==> config.mk <==
export PLATFORM = sky130hd
export DESIGN_NAME = risc_multicycle_cu_flat
export DESIGN_NICKNAME = d
export VERILOG_FILES = /design/src/rtl/risc16_pkg.sv /design/src/rtl/risc_multicycle_cu_if.sv /design/src/rtl/risc_wait_timer.sv /design/src/rtl/risc_multicycle_cu.sv /design/src/flat_wrapper.sv
export SDC_FILE = /design/constraint.sdc
export NUM_CORES = 1
export LEC_CHECK = 0
export BUFFER_PORTS_ARGS = -buffer_cell sky130_fd_sc_hd__buf_2
export CORE_MARGIN = 4
export CORE_UTILIZATION = 44
export DETAILED_ROUTE_END_ITERATION = 6
export PLACE_DENSITY = 0.71
export SLEW_MARGIN = 40
export SYNTH_ARGS = -nofsm -noshare
export SYNTH_HDL_FRONTEND = slang
export SYNTH_SLANG_ARGS = --single-unit
==> constraint.sdc <==
create_clock -name i_clk -period 2.45 [get_ports i_clk]
set_input_delay 0 -clock i_clk [delete_from_list [all_inputs] [get_ports i_clk]]
set_output_delay 0 -clock i_clk [all_outputs]
set_load 0.01 [all_outputs]
==> src/rtl/risc16_pkg.sv <==
// Shared constants for the 16-bit RISC multi-cycle control unit:
// opcodes, FSM state encoding, PC-source and fault codes.
package risc16_pkg;

    localparam int OP_LW        = 0;
    localparam int OP_SW        = 1;
    localparam int OP_ALU_FIRST = 2;
    localparam int OP_ALU_LAST  = 10;
    localparam int OP_BEQ       = 11;
    localparam int OP_BNE       = 12;
    localparam int OP_JMP       = 13;

    typedef enum logic [3:0] {
        ST_IDLE   = 4'd0,
        ST_FETCH  = 4'd1,
        ST_DECODE = 4'd2,
        ST_EXEC   = 4'd3,
        ST_ADDR   = 4'd4,
        ST_MEM    = 4'd5,
        ST_WB     = 4'd6,
        ST_BRANCH = 4'd7,
        ST_JUMP   = 4'd8,
        ST_TRAP   = 4'd9
    } state_e;

    localparam logic [1:0] PC_SRC_SEQ = 2'b00;
    localparam logic [1:0] PC_SRC_BR  = 2'b01;
    localparam logic [1:0] PC_SRC_JMP = 2'b10;

    localparam logic [1:0] FLT_NONE    = 2'b00;
    localparam logic [1:0] FLT_ILLEGAL = 2'b01;
    localparam logic [1:0] FLT_TIMEOUT = 2'b10;

    // ALU ops wrap modulo 8, so the last ALU opcode aliases select 000.
    function automatic logic [2:0] alu_sel_of(input int unsigned opc);
        return 3'(opc - OP_ALU_FIRST);
    endfunction

endpackage

==> src/rtl/risc_multicycle_cu_if.sv <==
// Control-unit bus: memory handshakes and datapath control strobes.
// master = control unit, slave = memories/datapath side.
interface risc_multicycle_cu_if #(
    parameter int INSTR_W = 16
);
    logic [INSTR_W-1:0] i_instr;
    logic               i_instr_valid;
    logic               i_mem_ready;
    logic               i_zero;

    logic               o_instr_req;
    logic               o_ir_wr;
    logic               o_pc_wr;
    logic [1:0]         o_pc_src;
    logic               o_reg_dst;
    logic               o_reg_wr;
    logic               o_alu_src;
    logic               o_mem_to_reg;
    logic               o_mem_rd;
    logic               o_mem_wr;
    logic [2:0]         o_alu_sel;
    logic               o_fault;
    logic [1:0]         o_fault_code;
    logic [3:0]         o_state;

    modport master (
        input  i_instr, i_instr_valid, i_mem_ready, i_zero,
        output o_instr_req, o_ir_wr, o_pc_wr, o_pc_src, o_reg_dst, o_reg_wr,
               o_alu_src, o_mem_to_reg, o_mem_rd, o_mem_wr, o_alu_sel,
               o_fault, o_fault_code, o_state
    );

    modport slave (
        output i_instr, i_instr_valid, i_mem_ready, i_zero,
        input  o_instr_req, o_ir_wr, o_pc_wr, o_pc_src, o_reg_dst, o_reg_wr,
               o_alu_src, o_mem_to_reg, o_mem_rd, o_mem_wr, o_alu_sel,
               o_fault, o_fault_code, o_state
    );

endinterface

==> src/rtl/risc_wait_timer.sv <==
// Saturating wait counter; expired_o flags that LIMIT wait cycles have
// already elapsed in the current state.
module risc_wait_timer #(
    parameter int W     = 4,
    parameter int LIMIT = 15
) (
    input  logic clk_i,
    input  logic rst_i,
    input  logic clr_i,
    input  logic en_i,
    output logic expired_o
);

    logic [W-1:0] cnt_q, cnt_d;

    always_comb begin
        cnt_d = cnt_q;
        if (clr_i)
            cnt_d = '0;
        else if (en_i && (cnt_q != '1))
            cnt_d = cnt_q + W'(1);
    end

    always_ff @(posedge clk_i or posedge rst_i) begin
        if (rst_i) cnt_q <= '0;
        else       cnt_q <= cnt_d;
    end

    assign expired_o = (cnt_q == W'(LIMIT));

endmodule

==> src/rtl/risc_multicycle_cu.sv <==
// Multi-cycle control FSM for the 16-bit RISC core: fetch/decode/execute/
// memory/writeback sequencing with illegal-opcode and memory-timeout traps.
module risc_multicycle_cu #(
    parameter int INSTR_W = 16,
    parameter int OPC_W   = 4,
    parameter int TMO_W   = 4,
    parameter int TIMEOUT = 15
) (
    input  logic                 i_clk,
    input  logic                 i_rst,
    risc_multicycle_cu_if.master bus
);
    import risc16_pkg::*;

    state_e           state_q, state_d;
    logic [OPC_W-1:0] opc_q, opc_d;
    logic             fault_q, fault_d;
    logic [1:0]       code_q, code_d;

    logic tmr_en, tmr_clr, tmr_exp;
    logic is_lw, is_sw, is_alu, is_beq, is_bne, is_jmp;
    logic [2:0] op_alu_sel;

    logic       instr_req, ir_wr, pc_wr, reg_dst, reg_wr, alu_src;
    logic       mem_to_reg, mem_rd, mem_wr;
    logic [1:0] pc_src;
    logic [2:0] alu_sel;

    logic unused_instr_bits;
    assign unused_instr_bits = ^bus.i_instr[INSTR_W-OPC_W-1:0];

    assign is_lw  = (opc_q == OPC_W'(OP_LW));
    assign is_sw  = (opc_q == OPC_W'(OP_SW));
    assign is_alu = (opc_q >= OPC_W'(OP_ALU_FIRST)) && (opc_q <= OPC_W'(OP_ALU_LAST));
    assign is_beq = (opc_q == OPC_W'(OP_BEQ));
    assign is_bne = (opc_q == OPC_W'(OP_BNE));
    assign is_jmp = (opc_q == OPC_W'(OP_JMP));
    assign op_alu_sel = alu_sel_of(32'(opc_q));

    // Any state change restarts the wait budget for the new state.
    assign tmr_clr = (state_d != state_q);

    risc_wait_timer #(.W(TMO_W), .LIMIT(TIMEOUT)) u_timer (
        .clk_i     (i_clk),
        .rst_i     (i_rst),
        .clr_i     (tmr_clr),
        .en_i      (tmr_en),
        .expired_o (tmr_exp)
    );

    always_comb begin
        state_d    = state_q;
        opc_d      = opc_q;
        fault_d    = fault_q;
        code_d     = code_q;
        tmr_en     = 1'b0;
        instr_req  = 1'b0;
        ir_wr      = 1'b0;
        pc_wr      = 1'b0;
        pc_src     = PC_SRC_SEQ;
        reg_dst    = 1'b0;
        reg_wr     = 1'b0;
        alu_src    = 1'b0;
        mem_to_reg = 1'b0;
        mem_rd     = 1'b0;
        mem_wr     = 1'b0;
        alu_sel    = 3'b000;

        unique case (state_q)
            ST_IDLE: state_d = ST_FETCH;
            ST_FETCH: begin
                instr_req = 1'b1;
                if (bus.i_instr_valid) begin
                    ir_wr   = 1'b1;
                    opc_d   = bus.i_instr[INSTR_W-1 -: OPC_W];
                    state_d = ST_DECODE;
                end else begin
                    tmr_en = 1'b1;
                    if (tmr_exp) begin
                        state_d = ST_TRAP;
                        fault_d = 1'b1;
                        code_d  = FLT_TIMEOUT;
                    end
                end
            end
            ST_DECODE: begin
                if (is_lw || is_sw)        state_d = ST_ADDR;
                else if (is_alu)           state_d = ST_EXEC;
                else if (is_beq || is_bne) state_d = ST_BRANCH;
                else if (is_jmp)           state_d = ST_JUMP;
                else begin
                    state_d = ST_TRAP;
                    fault_d = 1'b1;
                    code_d  = FLT_ILLEGAL;
                end
            end
            ST_EXEC: begin
                reg_dst = 1'b1;
                alu_sel = op_alu_sel;
                state_d = ST_WB;
            end
            ST_ADDR: begin
                alu_src = 1'b1;
                state_d = ST_MEM;
            end
            ST_MEM: begin
                alu_src = 1'b1;
                mem_rd  = is_lw;
                mem_wr  = is_sw;
                if (bus.i_mem_ready) begin
                    if (is_lw) begin
                        state_d = ST_WB;
                    end else begin
                        pc_wr   = 1'b1;
                        state_d = ST_FETCH;
                    end
                end else begin
                    tmr_en = 1'b1;
                    if (tmr_exp) begin
                        state_d = ST_TRAP;
                        fault_d = 1'b1;
                        code_d  = FLT_TIMEOUT;
                    end
                end
            end
            ST_WB: begin
                reg_wr = 1'b1;
                pc_wr  = 1'b1;
                if (is_lw) begin
                    mem_to_reg = 1'b1;
                    alu_src    = 1'b1;
                end else begin
                    reg_dst = 1'b1;
                    alu_sel = op_alu_sel;
                end
                state_d = ST_FETCH;
            end
            ST_BRANCH: begin
                alu_sel = 3'b001;
                pc_wr   = 1'b1;
                if ((is_beq && bus.i_zero) || (is_bne && !bus.i_zero))
                    pc_src = PC_SRC_BR;
                state_d = ST_FETCH;
            end
            ST_JUMP: begin
                pc_wr   = 1'b1;
                pc_src  = PC_SRC_JMP;
                state_d = ST_FETCH;
            end
            ST_TRAP: state_d = ST_TRAP;
            default: state_d = ST_IDLE;
        endcase
    end

    always_ff @(posedge i_clk or posedge i_rst) begin
        if (i_rst) begin
            state_q <= ST_IDLE;
            opc_q   <= '0;
            fault_q <= 1'b0;
            code_q  <= FLT_NONE;
        end else begin
            state_q <= state_d;
            opc_q   <= opc_d;
            fault_q <= fault_d;
            code_q  <= code_d;
        end
    end

    assign bus.o_instr_req  = instr_req;
    assign bus.o_ir_wr      = ir_wr;
    assign bus.o_pc_wr      = pc_wr;
    assign bus.o_pc_src     = pc_src;
    assign bus.o_reg_dst    = reg_dst;
    assign bus.o_reg_wr     = reg_wr;
    assign bus.o_alu_src    = alu_src;
    assign bus.o_mem_to_reg = mem_to_reg;
    assign bus.o_mem_rd     = mem_rd;
    assign bus.o_mem_wr     = mem_wr;
    assign bus.o_alu_sel    = alu_sel;
    assign bus.o_fault      = fault_q;
    assign bus.o_fault_code = code_q;
    assign bus.o_state      = state_q;

endmodule

==> src/flat_wrapper.sv <==
// flat-port wrapper written by rule: the top's interface ports become plain ports
module risc_multicycle_cu_flat import risc16_pkg::*;
#(
    parameter int INSTR_W = 16,
    parameter int OPC_W   = 4,
    parameter int TMO_W   = 4,
    parameter int TIMEOUT = 15
)
  (i_clk, i_rst, bus_i_instr, bus_i_instr_valid, bus_i_mem_ready, bus_i_zero, bus_o_instr_req, bus_o_ir_wr, bus_o_pc_wr, bus_o_pc_src, bus_o_reg_dst, bus_o_reg_wr, bus_o_alu_src, bus_o_mem_to_reg, bus_o_mem_rd, bus_o_mem_wr, bus_o_alu_sel, bus_o_fault, bus_o_fault_code, bus_o_state);
  risc_multicycle_cu_if #(.INSTR_W(INSTR_W)) bus_i ();
  input  logic i_clk;
  input  logic i_rst;
  input wire logic [$bits(bus_i.i_instr)-1:0] bus_i_instr;
  input wire logic [$bits(bus_i.i_instr_valid)-1:0] bus_i_instr_valid;
  input wire logic [$bits(bus_i.i_mem_ready)-1:0] bus_i_mem_ready;
  input wire logic [$bits(bus_i.i_zero)-1:0] bus_i_zero;
  output wire logic [$bits(bus_i.o_instr_req)-1:0] bus_o_instr_req;
  output wire logic [$bits(bus_i.o_ir_wr)-1:0] bus_o_ir_wr;
  output wire logic [$bits(bus_i.o_pc_wr)-1:0] bus_o_pc_wr;
  output wire logic [$bits(bus_i.o_pc_src)-1:0] bus_o_pc_src;
  output wire logic [$bits(bus_i.o_reg_dst)-1:0] bus_o_reg_dst;
  output wire logic [$bits(bus_i.o_reg_wr)-1:0] bus_o_reg_wr;
  output wire logic [$bits(bus_i.o_alu_src)-1:0] bus_o_alu_src;
  output wire logic [$bits(bus_i.o_mem_to_reg)-1:0] bus_o_mem_to_reg;
  output wire logic [$bits(bus_i.o_mem_rd)-1:0] bus_o_mem_rd;
  output wire logic [$bits(bus_i.o_mem_wr)-1:0] bus_o_mem_wr;
  output wire logic [$bits(bus_i.o_alu_sel)-1:0] bus_o_alu_sel;
  output wire logic [$bits(bus_i.o_fault)-1:0] bus_o_fault;
  output wire logic [$bits(bus_i.o_fault_code)-1:0] bus_o_fault_code;
  output wire logic [$bits(bus_i.o_state)-1:0] bus_o_state;
  assign bus_i.i_instr = bus_i_instr;
  assign bus_i.i_instr_valid = bus_i_instr_valid;
  assign bus_i.i_mem_ready = bus_i_mem_ready;
  assign bus_i.i_zero = bus_i_zero;
  assign bus_o_instr_req = bus_i.o_instr_req;
  assign bus_o_ir_wr = bus_i.o_ir_wr;
  assign bus_o_pc_wr = bus_i.o_pc_wr;
  assign bus_o_pc_src = bus_i.o_pc_src;
  assign bus_o_reg_dst = bus_i.o_reg_dst;
  assign bus_o_reg_wr = bus_i.o_reg_wr;
  assign bus_o_alu_src = bus_i.o_alu_src;
  assign bus_o_mem_to_reg = bus_i.o_mem_to_reg;
  assign bus_o_mem_rd = bus_i.o_mem_rd;
  assign bus_o_mem_wr = bus_i.o_mem_wr;
  assign bus_o_alu_sel = bus_i.o_alu_sel;
  assign bus_o_fault = bus_i.o_fault;
  assign bus_o_fault_code = bus_i.o_fault_code;
  assign bus_o_state = bus_i.o_state;
  risc_multicycle_cu #(.INSTR_W(INSTR_W), .OPC_W(OPC_W), .TMO_W(TMO_W), .TIMEOUT(TIMEOUT)) u_core (.i_clk(i_clk), .i_rst(i_rst), .bus(bus_i));
endmodule
# Yosys cells after proc, flatten, opt, wreduce, memory -nomap -nowiden
# Index checks and enable logic that the tools add are counted.
# totals
ff_bits	15
output_inout_bits	21
elab_cells	95
# classes
n_addsub	2
n_lt_le_gt_ge	2
eq_ne	22
muxes	47
reduce_logical	17
# op_table
op	n
$mux W4	8
$pmux W4 S7	1
$eq A4 B4 Y1 const B	6
$mux W1	21
$eq A4 B3 Y1 const B	4
$mux W2	7
$ne A2 B2 Y1 const B	6
$pmux W3 S3	1
$eq A4 B1 Y1 const B	2
$eq A4 B2 Y1 const B	2
$logic_not A4 Y1	2
$pmux W1 S2	4
$reduce_and A7 Y1	1
$mux W3	2
$pmux W2 S3	1
$add A4 B1 Y4 const B	1
$ge A4 B2 Y1 const B	1
$le A4 B4 Y1 const B	1
$logic_and A1 B1 Y1	4
$ne A4 B4 Y1	1
$ne A4 B4 Y1 const B	1
$pmux W2 S2	1
$reduce_or A4 Y1	1
$logic_or A1 B1 Y1	3
other kinds (8)	8

# Longest topological paths before layout
# logic_depth
word_depth	8
depth_mapped	7

# Modules after synthesis
# Synthesis repeated with hierarchy kept, for this count alone.
# unflattened
cells_unflattened	139
hier_area_um2	1261.2
# modules_own_cells
mod	n_inst	cells_each	area_each_um2	seq_area_each_um2
risc_multicycle_cu	1	118	1028.5	275.3
risc_wait_timer	1	21	232.7	100.1

# Worst setup path after synthesis
# No wires, ideal clock.
# synth_timing
kind	register -> register
start	register u_core.state_q[2] (netlist: u_core.bus.o_state[2])
end	register u_core.opc_q[0]
arrival_ps	1792
required_time_ps	2325
path_slack_ps	534
path_stages_with_launch	6
path_buffers	2
path_cell_list	dfrtp_1 buf_6 nor4b_1 and2_1 buf_2 mux2_2
# synth_between
elab_chain_len	2
# synth_lines
item	line_no	source
start: declaration	risc_multicycle_cu.sv:15	state_e state_q, state_d;
start signal: assignment	risc_multicycle_cu.sv:162	state_q <= state_d;
$eq A4 B1 Y1	risc_multicycle_cu.sv:69	unique case (state_q)
$reduce_and A2 Y1 (no source line)	n/a	
end signal: assignment	risc_multicycle_cu.sv:163	opc_q <= opc_d;
end: declaration	risc_multicycle_cu.sv:16	logic [OPC_W-1:0] opc_q, opc_d;
# No other way between the ends.
# A chain may end at the register's enable or synchronous reset.

# Worst setup path in the final report
# layout_timing
start	register u_core.state_q[2] (netlist: u_core.bus.o_state[2])
end	output bus_o_alu_sel[1]
# layout_between
elab_chain_len	2
# layout_lines
item	line_no	source
$eq A4 B3 Y1 / $eq A4 B2 Y1 (equally long branches)	risc_multicycle_cu.sv:69	
$pmux W3 S3 *	risc_multicycle_cu.sv:69	
end: declaration	flat_wrapper.sv:27	output wire logic [$bits(bus_i.o_alu_sel)-1:0] bus_o_alu_sel;
# Every way passes the cells marked *; elsewhere a longest branch is shown, timed or not.

==> results.md <==
* RSZ-0062 raised after global routing: no
* Ratio of final minimum period to clock period at 87.8%
* Family with the most delay on the worst path: flip-flops
* EDFF count, synth at 0
* Routed length per instance at 15.7 um
* Max-Cap Viols at 0
* Rows at 19
* Cell Chain, Critical Path: inv_1 -> buf_4 -> or3_1 -> a21oi_1 -> nor2b_1 -> buf_2
* CTS Root Cell: clkbuf_4
* CP Data Arrival Time at 2.15 ns
* Critical path peak fanout at 17
* Initial antenna violation count at 0
* Fin nets at 191
* Router iterations before antenna repair at 4
* Cell-internal power at 769 uW
* Total track usage at 18.3%
* Clock Path Buffers at 2
* HPWL Detailed at 2.22 mm
* Num CTS Buffers at 3
* Fin Hold WS at 0.0633 ns
* Hold buffers post-CTS at 5
* DIE AREA at 0.00375 sq mm
* Peak VDD IR at 0.779 mV
* Max stage delay cell, worst path: dfrtp_1
* Slew @ Worst Pin at 0.601 ns
* Largest net degree at the start of global routing at 18
* R2r startpoint: u_core.bus.o_state[2]
* Synth top area share at 30.1%
* P_sw at 769 uW
* Seq/Total Area, Yosys at 30.1%
* Sw frac at 50.0%
* Routed vias/inst at 5.95
* Remaining DRCs at 0
* CTS clk-pin slew, worst paths at 0.10 ns
* Yosys top cell by area: dfrtp_1
* Max incr delay on CP at 0.70 ns
* Hold Path Depth at 3
* Starting density of the core at 45.6%
* Critical Path RT at 2.45 ns
* Io pins at 42
* Total gr overflow at 0
* Asr flop ratio synth at 100%
* Max-slew headroom at 59.9%
* Post-Synthesis Cells at 138
* Synth area leaders: dfrtp_1 30%, clkbuf_8 4.4%, nand2_1 3.3%
* Share of layout cells above drive strength 1 at 31.1%
* Mapped cell area at 0.00125 sq mm
* Post-CTS Setup Inserts at 0
* # port buffers at 29
* Synth cell count leaders: 15 x dfrtp_1, 11 x nand2_1, 8 x nor2_1, 8 x nor3_1, 8 x o21ai_0
* Hold Path Class: input port to flip-flop
* Number of global-route vias before repair at 1093
* Fmax at 465 MHz
* Setup TNS at 0 ns
* Worst skew pair latency at 0.29 ns
* Yosys Warn Count at 0
* TritonCTS clock tree: yes
* # diodes at 0
* Final Max Tran Viols at 0
* Core area at 0.00273 sq mm
* Final wirelength at 3.12 mm
* Critical hold path startpoint: bus_i_instr_valid
* Layout area overhead at 13.8%
* Post-CTS Resized at 0
* Syn nets at 161
* Final setup viols at 0
* Logic pwr share at 55.4%
* Critical R2R Capture: u_core.u_timer.cnt_q[3]
* WP buf/inv at 3
* Die height at 61.2 um
* Worst path depth at 6
* Top FF cell, synth: dfrtp_1
* Worst setup path start: u_core.bus.o_state[2]
* PwrDens at 1080 mW/mm^2
* Final hold violations at 0
* Clock sinks at 15
* Design Power at 1.54 mW
* Most frequent cell after synthesis: dfrtp_1
* Clock skew at 0.00819 ns
* Vias at 1178
* ANT nets after route at 0
* Clock Power Share at 9.8%
* Initial DRC Count at 46
* Synth unique cells at 52
* Minimum clock period at 2.15 ns
* First-pass GRT wire length at 5.17 mm
* Flop2flop setup slack at 0.42 ns
* Hold endpoint: u_core.bus.o_state[1]
* Filler Cell Count at 244
* Final Util at 51.9%
* Crit path capture type: output pin
* Kind of critical path: flip-flop to output pin
* Final RePlAce weighted congestion at 0.857
* Worst slack, placed at 0.429 ns
* Die outline width at 61.2 um
* Leakage at 0.652 nW
* Post-route setup slack at 0.298 ns
* R2R depth at 5
* Avg Synthesized Cell Area at 9.04 sq um
* CTS H-Tree Depth at 1
* Synthesis-stage register bit count at 15
* Status: finished clean
* Startpoint type of the worst setup path: flip-flop
* Flop pwr share at 34.8%
## power by group through the flow
| stage | Clock (mW) | Combinational (mW) | Sequential [mW] |
|---|---|---|---|
| floorplan | 0 | 0.811 | 0.398 |
| global placement | 0 | 0.824 | 0.536 |
| detailed placement | 0 | 0.835 | 0.542 |
| CTS | 0.153 | 0.850 | 0.534 |
| global route | 0.165 | 0.938 | 0.563 |
| finish | 0.151 | 0.851 | 0.536 |
## worst min-delay path: cells and delay by family
family,cells,cell delay (ns)
compound gates,1,0.15
buf+inv,1,0.11
simple gates,1,0.06
## cell usage in the layout, fill, tap and decap left out, types with 3 or more instances in the layout
cell type      Yosys  routed
dfrtp_1           15      15
or2_2              3       3
buf_4              1       3
nand2_1           11      11
buf_2              3      29
a21oi_1            3       3
clkbuf_4           1       3
dlygate4sd3_1      0       5
mux2i_1            3       3
nand2b_1           3       3
nor2_1             8       8
inv_1              5       5
nand4_1            3       3
nor3_1             8       8
mux2_2             3       3
o21ai_0            8       8
nand3_1            7       7
and2_1             3       3
## through the flow
stage                     instances  instance area, sq um
final                           198                  1420
after global routing            198                  1420
after CTS                       198                  1420
after detailed placement        189                  1340
after global placement          189                  1340
after floorplan                 138                  1250
## layer usage
| metal | GRT usage [%] | vias up | wire, um |
|---|---|---|---|
| met4 | 3.72 | 0 | 11 |
| met3 | 2.94 | 2 | 177 |
| met5 | 0 | - | 0 |
| met1 | 24.5 | 567 | 1420 |
| li1 | - | 569 | - |
| met2 | 31.0 | 40 | 1510 |
## state kept, by name, summed over array words and instances (netlist names)
| register | cells |
|---|---|
| u_core.bus.o_fault_code | 2 |
| u_core.opc_q | 4 |
| u_core.bus.o_state | 4 |
| u_core.u_timer.cnt_q | 4 |
| u_core.bus.o_fault | 1 |
## logic make-up after synthesis
kind of cell               after synthesis  share of synthesized area, %
DFF                                     15                          30.1
AOI/OAI and AO/OA                       30                          19.0
xor gates and xnor gates                 3                          2.11
and+or+nand+nor                         65                          31.3
adders and majority gates                2                          2.01
buffers and inverters                   17                          10.4
muxes                                    6                          5.12
## how the worst max path moves through the flow
stage                         endpoint
2_1_floorplan          u_core.opc_q[0]
3_3_place_gp   u_core.u_timer.cnt_q[3]
3_5_place_dp   u_core.u_timer.cnt_q[3]
4_1_cts               bus_o_alu_sel[1]
5_1_grt               bus_o_alu_sel[1]
6_report              bus_o_alu_sel[1]
## final cells by class
type | count | area, sq um | area share, %
Multi-Input combinational cell | 106 | 742 | 52.2
Clock buffer | 3 | 22.5 | 1.59
Timing Repair Buffer | 37 | 218 | 15.3
Inverter | 5 | 18.8 | 1.32
Tap cell | 31 | 38.8 | 2.73
Sequential cell | 15 | 375 | 26.4
Clock inverter | 1 | 5.00 | 0.352
(Power assumes the default switching activity.)
